===== src/rtl/gpio_uart_tx_pkg.sv =====
// Shared UART definitions for gpio_uart_tx: FSM state encodings, default
// baud divisor, line levels and the parity helper used when
// GPIO_UART_PARITY_EN is defined.
package gpio_uart_tx_pkg;

  typedef enum logic [2:0] {
    ST_IDLE   = 3'd0,
    ST_START  = 3'd1,
    ST_DATA   = 3'd2,
    ST_PARITY = 3'd3,
    ST_STOP   = 3'd4
  } uart_state_e;

  // 50 MHz system clock, 115200 baud
  localparam int DEFAULT_CLKS_PER_BIT = 434;

  localparam logic UART_IDLE_LEVEL  = 1'b1;
  localparam logic UART_START_LEVEL = 1'b0;

  // Even parity: the parity bit makes the total number of ones even
  function automatic logic even_parity(input logic [7:0] b);
    return ^b;
  endfunction

endpackage


===== src/rtl/sync_fifo.sv =====
// Small synchronous FIFO: pointer based with an occupancy counter.
// A push while full is accepted only when a pop happens on the same edge.
// Read data is presented combinationally from the head entry so the
// consumer can take it on the same edge it pops.
module sync_fifo #(
  parameter int DATA_WIDTH = 8,
  parameter int DEPTH      = 4
) (
  input  logic                  clk,
  input  logic                  reset,
  input  logic                  push,
  input  logic                  pop,
  input  logic [DATA_WIDTH-1:0] din,
  output logic [DATA_WIDTH-1:0] dout,
  output logic                  full,
  output logic                  empty
);

  localparam int AW = (DEPTH > 1) ? $clog2(DEPTH) : 1;

  logic [DATA_WIDTH-1:0] mem [DEPTH];
  logic [AW-1:0]         wr_ptr_reg;
  logic [AW-1:0]         rd_ptr_reg;
  logic [AW:0]           count_reg;
  logic                  do_push;
  logic                  do_pop;

  assign empty   = (count_reg == '0);
  assign full    = (count_reg == (AW+1)'(DEPTH));
  assign do_pop  = pop && !empty;
  assign do_push = push && (!full || do_pop);
  assign dout    = mem[rd_ptr_reg];

  // Pointer and occupancy bookkeeping; pointers wrap naturally (DEPTH is 2^n)
  always_ff @(posedge clk) begin
    if (!reset) begin
      wr_ptr_reg <= '0;
      rd_ptr_reg <= '0;
      count_reg  <= '0;
    end else begin
      if (do_push) wr_ptr_reg <= wr_ptr_reg + 1'b1;
      if (do_pop)  rd_ptr_reg <= rd_ptr_reg + 1'b1;
      case ({do_push, do_pop})
        2'b10:   count_reg <= count_reg + 1'b1;
        2'b01:   count_reg <= count_reg - 1'b1;
        default: count_reg <= count_reg;
      endcase
    end
  end

  // Storage write; contents need no reset since count gates visibility
  always_ff @(posedge clk) begin
    if (do_push) mem[wr_ptr_reg] <= din;
  end

endmodule


===== src/rtl/gpio_uart_tx.sv =====
// GPIO-to-UART streamer: every change of the processor's GPIO byte is
// captured, queued in a small FIFO and sent as an 8N1 frame on tx_o.
// Define GPIO_UART_PARITY_EN to insert an even-parity bit (8E1 framing).
module gpio_uart_tx
  import gpio_uart_tx_pkg::*;
#(
  parameter int CLKS_PER_BIT = DEFAULT_CLKS_PER_BIT,
  parameter int FIFO_DEPTH   = 4
) (
  input  logic       clk,
  input  logic       reset,
  input  logic [7:0] data_i,
  output logic       tx_o,
  output logic       busy_o,
  output logic       fifo_full_o,
  output logic       overflow_o
);

  localparam int BW = $clog2(CLKS_PER_BIT);
  localparam logic [BW-1:0] BAUD_LAST = BW'(CLKS_PER_BIT - 1);

  logic [7:0]  shadow_reg;
  logic        overflow_reg;
  logic        capture_push;
  logic        fifo_pop;
  logic        fifo_full;
  logic        fifo_empty;
  logic [7:0]  fifo_dout;

  uart_state_e state_reg, state_next;
  logic [BW-1:0] baud_reg, baud_next;
  logic [2:0]    bit_idx_reg, bit_idx_next;
  logic [7:0]    shift_reg, shift_next;
  logic          tx_reg, tx_next;
  logic          baud_end;
`ifdef GPIO_UART_PARITY_EN
  logic          parity_reg, parity_next;
`endif

  assign capture_push = (data_i != shadow_reg);
  assign baud_end     = (baud_reg == BAUD_LAST);

  sync_fifo #(
    .DATA_WIDTH (8),
    .DEPTH      (FIFO_DEPTH)
  ) u_fifo (
    .clk   (clk),
    .reset (reset),
    .push  (capture_push),
    .pop   (fifo_pop),
    .din   (data_i),
    .dout  (fifo_dout),
    .full  (fifo_full),
    .empty (fifo_empty)
  );

  // Change capture and sticky overflow (a push dropped because the FIFO was full)
  always_ff @(posedge clk) begin
    if (!reset) begin
      shadow_reg   <= 8'h00;
      overflow_reg <= 1'b0;
    end else begin
      if (capture_push) shadow_reg <= data_i;
      if (capture_push && fifo_full && !fifo_pop) overflow_reg <= 1'b1;
    end
  end

  // Transmit FSM state register; tx_o is registered from the next-state value
  always_ff @(posedge clk) begin
    if (!reset) begin
      state_reg   <= ST_IDLE;
      baud_reg    <= '0;
      bit_idx_reg <= 3'd0;
      shift_reg   <= 8'h00;
      tx_reg      <= UART_IDLE_LEVEL;
`ifdef GPIO_UART_PARITY_EN
      parity_reg  <= 1'b0;
`endif
    end else begin
      state_reg   <= state_next;
      baud_reg    <= baud_next;
      bit_idx_reg <= bit_idx_next;
      shift_reg   <= shift_next;
      tx_reg      <= tx_next;
`ifdef GPIO_UART_PARITY_EN
      parity_reg  <= parity_next;
`endif
    end
  end

  // Next-state logic: the line level is computed for the state being entered
  always_comb begin
    state_next   = state_reg;
    baud_next    = baud_reg;
    bit_idx_next = bit_idx_reg;
    shift_next   = shift_reg;
    tx_next      = tx_reg;
    fifo_pop     = 1'b0;
    case (state_reg)
      ST_IDLE: begin
        tx_next = UART_IDLE_LEVEL;
        if (!fifo_empty) begin
          fifo_pop   = 1'b1;
          shift_next = fifo_dout;
          baud_next  = '0;
          state_next = ST_START;
          tx_next    = UART_START_LEVEL;
        end
      end
      ST_START: begin
        if (baud_end) begin
          baud_next    = '0;
          bit_idx_next = 3'd0;
          state_next   = ST_DATA;
          tx_next      = shift_reg[0];
        end else begin
          baud_next = baud_reg + 1'b1;
        end
      end
      ST_DATA: begin
        if (baud_end) begin
          baud_next = '0;
          if (bit_idx_reg == 3'd7) begin
`ifdef GPIO_UART_PARITY_EN
            state_next = ST_PARITY;
            tx_next    = parity_reg;
`else
            state_next = ST_STOP;
            tx_next    = UART_IDLE_LEVEL;
`endif
          end else begin
            shift_next   = {1'b0, shift_reg[7:1]};
            bit_idx_next = bit_idx_reg + 3'd1;
            tx_next      = shift_reg[1];
          end
        end else begin
          baud_next = baud_reg + 1'b1;
        end
      end
`ifdef GPIO_UART_PARITY_EN
      ST_PARITY: begin
        if (baud_end) begin
          baud_next  = '0;
          state_next = ST_STOP;
          tx_next    = UART_IDLE_LEVEL;
        end else begin
          baud_next = baud_reg + 1'b1;
        end
      end
`endif
      ST_STOP: begin
        if (baud_end) begin
          baud_next = '0;
          if (!fifo_empty) begin
            // Back-to-back frames: straight into the next start bit
            fifo_pop   = 1'b1;
            shift_next = fifo_dout;
            state_next = ST_START;
            tx_next    = UART_START_LEVEL;
          end else begin
            state_next = ST_IDLE;
            tx_next    = UART_IDLE_LEVEL;
          end
        end else begin
          baud_next = baud_reg + 1'b1;
        end
      end
      default: begin
        state_next = ST_IDLE;
        tx_next    = UART_IDLE_LEVEL;
      end
    endcase
  end

`ifdef GPIO_UART_PARITY_EN
  // Parity of each byte is latched as it leaves the FIFO
  always_comb begin
    parity_next = parity_reg;
    if (fifo_pop) parity_next = even_parity(fifo_dout);
  end
`endif

  assign tx_o        = tx_reg;
  assign busy_o      = (state_reg != ST_IDLE);
  assign fifo_full_o = fifo_full;
  assign overflow_o  = overflow_reg;

endmodule

===== config.mk =====
export PLATFORM = sky130hd
export DESIGN_NAME = gpio_uart_tx
export DESIGN_NICKNAME = d
export VERILOG_FILES = /design/src/rtl/gpio_uart_tx_pkg.sv /design/src/rtl/sync_fifo.sv /design/src/rtl/gpio_uart_tx.sv
export SDC_FILE = /design/constraint.sdc
export NUM_CORES = 1
export LEC_CHECK = 0
export CELL_PAD_IN_SITES_DETAIL_PLACEMENT = 1
export CELL_PAD_IN_SITES_GLOBAL_PLACEMENT = 2
export CORE_AREA = 2 2 107 99
export CTS_CLUSTER_DIAMETER = 150
export DETAILED_ROUTE_END_ITERATION = 10
export DIE_AREA = 0 0 109 101
export GPL_ROUTABILITY_DRIVEN = 0
export PLACE_DENSITY_LB_ADDON = 0.08
export RECOVER_POWER = 100
export SLEW_MARGIN = 20
export SYNTH_ARGS = -nofsm -noshare
export SYNTH_HDL_FRONTEND = slang
export SYNTH_SLANG_ARGS = --single-unit

===== constraint.sdc =====
create_clock -name clk -period 4.8 [get_ports clk]
set_clock_uncertainty 0.2 [all_clocks]
set_input_delay 0.72 -clock clk [delete_from_list [all_inputs] [get_ports clk]]
set_output_delay 0.72 -clock clk [all_outputs]
set_load 0.02 [all_outputs]

==> run_results.csv, run 1 <==
group,metric,value,unit
status,status,"finished, final reports clean",
global_route,grtUsageTotal,14.0,%
cells_and_area,fin_nets,304,
placed_design,io_buffers,13,
job,cap_violations,0,
cells_and_area,final_cells,419,
cts,clockBufferDepth,2,
routing,drt_wl_total,6880,um
hold_path,min_path_type,"flip-flop to flip-flop",
cts,insertion_delay,0.35,ns
setup_path,r2r_slack,1.66,ns
global_route,grt_overflow,0,
yosys,yosysWarnings,0,
global_route,grt_max_degree,23,
yosys,synth-edff-count,32,
cts,cts_buffers,9,
yosys,syn_avg_cell_area,12.5,sq um
setup_path,crit_chain,"dlygate4sd3_1 > xor2_1 > nor4_1 > and2_0 > a21oi_1 > and2_0",
power,p_total,0.00195,W
timing,fin_crit,3.34,ns
cts,clk_pin_slew,0.08,ns
setup_path,cp-start-kind,"primary input",
routing,vias,1997,
yosys,ys_async_sr_fraction,0,%
setup_path,path_max_fanout,8,
timing,setup_tns,0,ns
routing,drc,0,
floorplan,die_w,109,um
cts,clock_sinks,74,
cells_and_area,final_cell_mix,"dfxtp_1, edfxtp_1, nor2_1",
yosys,ys.flop_type,"dfxtp_1",
yosys,ys_seq_area_share,53.4,%
timing,fmaxAchievable,300,MHz
cts,postCtsSetupRepairBufs,0,
routing,drt_iter0_drc,43,
cts,cts-root-buf,"clkbuf_8",
cts,hold_buffers,0,
routing,via_per_inst,4.77,
setup_path,cp-end-kind,"flip-flop",
timing,rsz0062_at_grt,"false",
cells_and_area,largest_reg_flops,32,
power,p_leak,1.35,nW
global_route,grt_util_met1,20.7,%
floorplan,core,9940,sq um
placed_design,place_inst,403,
placed_design,dp_hpwl,4790,um
floorplan,die-area,11000,sq um
setup_path,cp.required,4.59,ns
cts,cts_tree,"done",
setup_path,crit_type,"primary input to flip-flop",
yosys,syn_nets,289,
global_route,grt_pass1_wl,11300,um
floorplan,num_rows,35,
cts,cts-resized-gates,0,
timing,finalHoldViolCount,0,
floorplan,start_util,34.0,%
setup_path,critPathTopFamily,"simple AND/OR/NAND/NOR gates",
cells_and_area,area_growth,13.6,%
timing,fin_crit_sh,69.6,%
setup_path,crit_path_frequent_cell,"and2_0",
cells_and_area,final_common_cell,"dfxtp_1",
yosys,mappedNetlistArea,3380,sq um
setup_path,path_buf_inv,1,
timing,slew_headroom,28.9,%
setup_path,critPathSlowestCell,"dlygate4sd3_1",
global_route,antenna_found_initial,0,
floorplan,num_io_pins,14,
setup_path,worstPathArrival,3.13,ns
timing,slew_viol_final,0,
power,power_density,510,nW/um^2
yosys,synth_cell_type_count,57,
setup_path,critPathMaxStageDelay,0.62,ns
cts,htreeDepth,3,
yosys,ys_ff_latch,74,
floorplan,die_h,101,um
cells_and_area,n_antenna_cell,0,
routing,wl_per_cell,16.4,um
power,vdd_drop_max,173,uV
timing,setup_violations,0,
global_route,grt_use_met2,19.3,%
routing,postRouteAntennaNets,0,
global_route,busiest_layer,"met1",
global_route,grt_pass1_vias,2030,
global_route,use_met3,4.72,%
cells_and_area,drive_above_1_share,14.8,%
timing,holdWs,0.269,ns
yosys,syn_inst,270,
timing,tightest_slew,1.06,ns
routing,dr.pass1.iters,5,
-- synthesized netlist by cell type (all sizes together) (2+ instances only) --
cell type,count,area [sq um]
nor2,21,78.8
and2,17,108
nor2b,13,81.3
inv,10,37.5
nand3,6,35.0
nor3,6,51.3
mux4,8,180
a21oi,3,30.0
o21ai,3,37.5
nand2,11,43.8
clkbuf,5,18.8
a211oi,2,27.5
edfxtp,32,961
nor4,4,31.3
nand4,6,52.6
and3,2,12.5
a22oi,2,15.0
mux2,8,93.8
a211o,2,17.5
nand2b,4,25.0
nor3b,2,15.0
buf,6,33.8
mux2i,14,144
xnor2,8,70.1
dfxtp,42,841
xor2,10,87.6
ha,8,100
-- final timing paths --
| kind | start | end | cells past startpoint |
|---|---|---|---|
| max | data_i[5] | u_fifo.mem[1][1] | 6 |
| min | overflow_o | overflow_o | 1 |
| max reg2reg | baud_reg[3] | u_fifo.mem[1][1] | 5 |
| min reg2reg | overflow_o | overflow_o | 1 |
-- cell type report --
class | instances | area, sq um
timing repair buffer | 15 | 138
tap | 129 | 161
sequential | 74 | 1800
clock buffer | 10 | 128
fill | 1042 | 6110
multi-input combinational | 175 | 1450
inverter | 10 | 37.5
clock inverter | 6 | 114
-- per-layer routing --
layer  share of wire, %  up-vias
met2                 41       28
met4                1.1        0
li1                   -      991
met3                4.1        6
met1                 54      972
met5                  0        -
-- worst register-to-register path: stages, from the launching register on --
cell and delay (ns):
dfxtp_1 0.40, or4b_4 0.59, o21ai_4 0.35, nand2_2 0.14, a21oi_1 0.45, and2_0 0.64
-- through the flow --
stage / util (%) / setup WS, ns / cell area [sq um]
floorplan: - / 2.26 / 3380
global placement: 36.5 / 1.45 / 3630
detailed placement: 36.5 / 1.39 / 3630
CTS: 38.9 / 1.76 / 3870
global route: 38.6 / 1.28 / 3830
finish: 38.6 / 1.46 / 3830
-- cells by family after synthesis --
family / after synthesis / share of synthesized area (%)
simple gates: 97 / 17.2
compound gates: 20 / 5.89
xor+xnor: 18 / 4.67
buf+inv: 21 / 2.67
flops: 74 / 53.4
fa+ha+maj: 10 / 3.85
mux: 30 / 12.4
-- report_power, final --
part	switching (W)	internal, W
Combinational	0.000278	0.000235
Sequential	0.0000881	0.000770
Clock	0.000237	0.000347
(Power assumes the default switching activity.)
==> inputs of run 2 (changes only) <==
clock period = 3.38 ns   (was 4.8 ns; I/O delays follow)
==> run 2 against run 1 <==
Wire length up 3.0%. Core utilization is 0.28 points lower. Sequential power up 42%. Cell count is 1.2% higher. Sequential cell count did not move. Highest routed layer unchanged.
==> run_results.csv, run 2 (synthesis gave the netlist of run 1 again) <==
group,metric,value,unit
status,status,"finished, final reports clean",
global_route,grt_pass1_wl,11500,um
setup_path,cp.required,3.17,ns
placed_design,dp_hpwl,4880,um
timing,setup_tns,0,ns
floorplan,core,9940,sq um
power,power_density,698,nW/um^2
floorplan,start_util,34.0,%
placed_design,pre_cts_slack,0.400,ns
cells_and_area,final_common_cell,"dfxtp_1",
floorplan,die_w,109,um
floorplan,die-area,11000,sq um
routing,drc,0,
cts,cts_buffers,9,
timing,tightest_slew,0.747,ns
routing,dr.pass1.iters,4,
cells_and_area,final_cell_mix,"dfxtp_1, edfxtp_1, nor2_1",
routing,drt_iter0_drc,55,
power,p_int,0.00178,W
cts,hold_buffers,0,
routing,route.met3.wl,182,um
timing,fmaxAchievable,353,MHz
floorplan,die_h,101,um
timing,slew_viol_final,0,
setup_path,cp-end-kind,"flip-flop",
routing,drt-met1-wl,3860,um
timing,rsz0062_at_grt,"false",
timing,fin_crit,2.83,ns
setup_path,path_max_fanout,8,
setup_path,worstPathArrival,2.62,ns
cts,cts_tree,"done",
global_route,grt_overflow,0,
routing,wl_met2,2980,um
setup_path,crit_type,"primary input to flip-flop",
routing,via_per_inst,4.82,
job,cap_violations,0,
routing,wl_per_cell,16.7,um
cells_and_area,fin_nets,309,
timing,fin_crit_sh,83.8,%
power,pwr-share-comb,27.3,%
cts,clk_pin_slew,0.08,ns
cells_and_area,n_fill_cell,1050,
placed_design,io_buffers,13,
floorplan,num_rows,35,
timing,fin_ws,0.547,ns
cts,clockBufferDepth,2,
routing,drt_wl_total,7090,um
timing,finalHoldViolCount,0,
power,switchingPower,0.000880,W
timing,holdWs,0.293,ns
hold_path,min_path_type,"flip-flop to flip-flop",
power,vdd_drop_max,192,uV
cts,clock_sinks,74,
cts,cts-root-buf,"clkbuf_8",
cells_and_area,largest_reg_flops,32,
cells_and_area,drive_above_1_share,14.9,%
floorplan,num_io_pins,14,
timing,setup_violations,0,
global_route,antenna_found_initial,0,
cts,insertion_delay,0.35,ns
setup_path,cp-start-kind,"primary input",
cells_and_area,n_antenna_cell,0,
global_route,grt_max_degree,17,
global_route,grt_pass1_vias,2093,
power,switching_share,33.2,%
timing,slew_headroom,49.9,%
cts,postCtsSetupRepairBufs,0,
routing,postRouteAntennaNets,0,
routing,dr.max_layer_used,"met4",
power,clkPwrFrac,26.8,%
cts,htreeDepth,3,
routing,vias,2044,
global_route,grtUsageTotal,14.2,%
cells_and_area,area_growth,12.8,%
power,p_leak,1.36,nW
power,power_frac_seq,45.9,%
cts,cts-resized-gates,0,
==> run 2: cell types whose count changed in the layout (fill, tap and decap cells not counted), sizes merged <==
| cell | previous run | this run |
|---|---|---|
| buf | 0 | 2 |
| clkbuf | 12 | 14 |
| bufinv | 3 | 1 |
| clkinv | 0 | 2 |
| inv | 11 | 13 |
| clkinvlp | 2 | 1 |
==> run 2: layer usage <==
metal	vias to the layer above	GRT usage (%)
met1	1014	20.7
met2	17	20.3
met4	0	4.14
li1	1007	-
met5	-	0
met3	6	4.14
==> run 2: power groups by stage <==
| stage | Clock, W | Sequential, W | Combinational (W) |
|---|---|---|---|
| 2_1_floorplan | 0 | 0.00117 | 0.000616 |
| 3_3_place_gp | 0 | 0.00124 | 0.000777 |
| 3_5_place_dp | 0 | 0.00124 | 0.000774 |
| 4_1_cts | 0.000736 | 0.00122 | 0.000781 |
| 5_1_grt | 0.000778 | 0.00124 | 0.000803 |
| 6_report | 0.000712 | 0.00122 | 0.000725 |
==> run 2: final cells by class <==
type	instances	area, sq um	share of cell area [%]
Clock buffer	9	124	3.25
Clock inverter	7	76.3	2.01
Inverter	10	37.5	0.986
Multi-Input combinational cell	175	1440	37.9
Sequential cell	74	1800	47.3
Tap cell	129	161	4.24
Timing Repair Buffer	20	164	4.31
==> run 2: final timing paths <==
path	start	endpoint	slack [ns]	cells after the start
setup / recovery	data_i[0]	u_fifo.mem[0][7]	0.55	7
hold / removal	u_fifo.count_reg[0]	u_fifo.count_reg[0]	0.29	2
setup reg to reg	baud_reg[3]	u_fifo.count_reg[2]	0.71	8
hold reg to reg	u_fifo.count_reg[0]	u_fifo.count_reg[0]	0.29	2
==> run 2: per-stage QoR <==
| stage | std cells | cell area [sq um] | power, W | util (%) |
|---|---|---|---|---|
| 5_1_grt | 424 | 3810 | 0.00282 | 38.3 |
| 3_3_place_gp | 408 | 3670 | 0.00201 | 36.9 |
| 2_1_floorplan | 270 | 3380 | 0.00179 | - |
| 3_5_place_dp | 408 | 3670 | 0.00202 | 36.9 |
| 6_report | 424 | 3810 | 0.00266 | 38.3 |
| 4_1_cts | 424 | 3870 | 0.00274 | 38.9 |
==> run 2: critical path: stages <==
cell	delay, ns
dlygate4sd3_1	0.65
xor2_1	0.20
nor4_1	0.08
buf_4	0.13
and2_0	0.25
a21oi_4	0.23
and2_0	0.57
==> inputs of run 3 (changes only) <==
clock period = 2.9 ns   (was 3.38 ns; I/O delays follow)
==> run 3 against run 2 <==
Global-route usage increased by 0.33 points. Critical path depth is 2 higher. Worst setup slack worse by 0.32 ns. Clock power up 20%. Critical path type unchanged.
==> run_results.csv, run 3 (synthesis gave the netlist of run 1 again) <==
group,metric,value,unit
global_route,grt_pass1_wl,11800,um
cts,htreeDepth,3,
global_route,grtUsageTotal,14.5,%
timing,finalHoldViolCount,0,
floorplan,num_rows,35,
timing,fin_crit_sh,92.0,%
routing,dr.max_layer_used,"met4",
global_route,antenna_found_initial,0,
power,vdd_drop_max,306,uV
floorplan,core,9940,sq um
setup_path,cp-end-kind,"flip-flop",
cts,cts-root-buf,"clkbuf_8",
timing,slew_viol_final,0,
timing,slew_headroom,37.6,%
power,p_leak,1.42,nW
timing,rsz0062_at_grt,"false",
cts,cts_buffers,9,
job,cap_violations,0,
placed_design,dp_hpwl,4970,um
setup_path,endpoint,"u_fifo.count_reg[2]",
status,status,"finished, final reports clean",
hold_path,min_path_type,"flip-flop to flip-flop",
cells_and_area,area_growth,15.9,%
setup_path,worstPathArrival,2.69,ns
setup_path,crit_type,"primary input to flip-flop",
setup_path,worstRegToRegCells,6,
cells_and_area,largest_reg_flops,32,
timing,tightest_slew,0.935,ns
setup_path,cp.required,2.93,ns
cells_and_area,fin_nets,320,
global_route,grt_overflow,0,
setup_path,cp-start-kind,"primary input",
cts,clk_pin_slew,0.08,ns
power,power_density,811,nW/um^2
floorplan,die_h,101,um
setup_path,worstReg2RegStart,"baud_reg[2]",
cells_and_area,drive_above_1_share,18.0,%
routing,drc,0,
timing,fmaxAchievable,375,MHz
global_route,grt_max_degree,41,
cts,postCtsSetupRepairBufs,0,
timing,setup_violations,0,
placed_design,io_buffers,13,
hold_path,worstHoldStart,"overflow_o",
timing,setup_tns,0,ns
setup_path,timing.critical_path.from,"data_i[2]",
setup_path,regToRegEndpoint,"u_fifo.mem[2][2]",
global_route,grt_pass1_vias,2137,
timing,fin_ws,0.232,ns
cts,clock_sinks,74,
cts,cts-resized-gates,0,
routing,route.met3.wl,201,um
cts,cts_tree,"done",
routing,wl_per_cell,16.1,um
routing,wl_met2,3030,um
placed_design,pre_cts_slack,-0.0982,ns
cells_and_area,n_antenna_cell,0,
routing,drt_iter0_drc,47,
floorplan,die_w,109,um
routing,via_per_inst,4.77,
setup_path,path_max_fanout,6,
routing,drt_wl_total,7020,um
cts,hold_buffers,0,
cts,clockBufferDepth,2,
cts,insertion_delay,0.35,ns
cells_and_area,n_fill_cell,1060,
floorplan,num_io_pins,14,
routing,vias,2077,
cells_and_area,final_cell_mix,"dfxtp_1, edfxtp_1, nor2_1",
floorplan,die-area,11000,sq um
floorplan,start_util,34.0,%
cells_and_area,final_common_cell,"dfxtp_1",
routing,dr.pass1.iters,4,
routing,drt-met1-wl,3690,um
setup_path,r2r_slack,0.25,ns
timing,fin_crit,2.67,ns
routing,postRouteAntennaNets,0,
==> run 3: changes by cell type in the layout (fill, tap and decap cells not counted), sizes merged <==
cell and change:
bufinv +1, clkbuf +1, clkinv +1, inv -3
buf +11
==> run 3: per-layer routing <==
metal  global-route usage [%]  vias to the layer above
met5                        0                        -
met4                     4.73                        0
met3                     3.81                        9
met2                     20.8                       19
met1                     21.2                     1024
li1                         -                     1025
==> run 3: worst min-delay path by stage <==
stage                           to  slack (ns)  cells after the start
2_1_floorplan  u_fifo.count_reg[1]        0.26                      2
3_3_place_gp            overflow_o        0.25                      1
3_5_place_dp            overflow_o        0.26                      1
4_1_cts                 overflow_o        0.27                      1
5_1_grt                 overflow_o        0.31                      1
6_report                overflow_o        0.26                      1
==> run 3: layout make-up <==
type	count	area [sq um]	area share, %
Sequential cell	74	1800	46.1
Clock buffer	10	128	3.26
Multi-Input combinational cell	175	1440	36.9
Clock inverter	6	81.3	2.08
Inverter	10	37.5	0.959
Tap cell	129	161	4.13
Timing Repair Buffer	31	260	6.65
==> run 3: critical path, stage by stage <==
cell,delay [ns]
dlygate4sd3_1,0.62
xor2_1,0.18
nor4_1,0.36
buf_4,0.19
nand4_4,0.10
fa_1,0.46
nand3b_1,0.11
mux2_1,0.17
nand3_2,0.07
==> run 3: where the power goes <==
group | switching, W | internal (W)
clock | 0.000376 | 0.000479
sequential | 0.000135 | 0.00127
combinational | 0.000475 | 0.000435
total | 0.000987 | 0.00219
==> run 3: per-stage QoR <==
step	cells	util, %	area (sq um)	hold WS, ns	total power (W)
finish	435	39.4	3910	0.262	0.00317
global route	435	39.4	3910	0.307	0.00339
CTS	435	39.9	3970	0.274	0.00329
detailed placement	419	37.8	3760	0.261	0.00241
global placement	419	37.8	3760	0.254	0.00240
floorplan	270	-	3380	0.262	0.00208
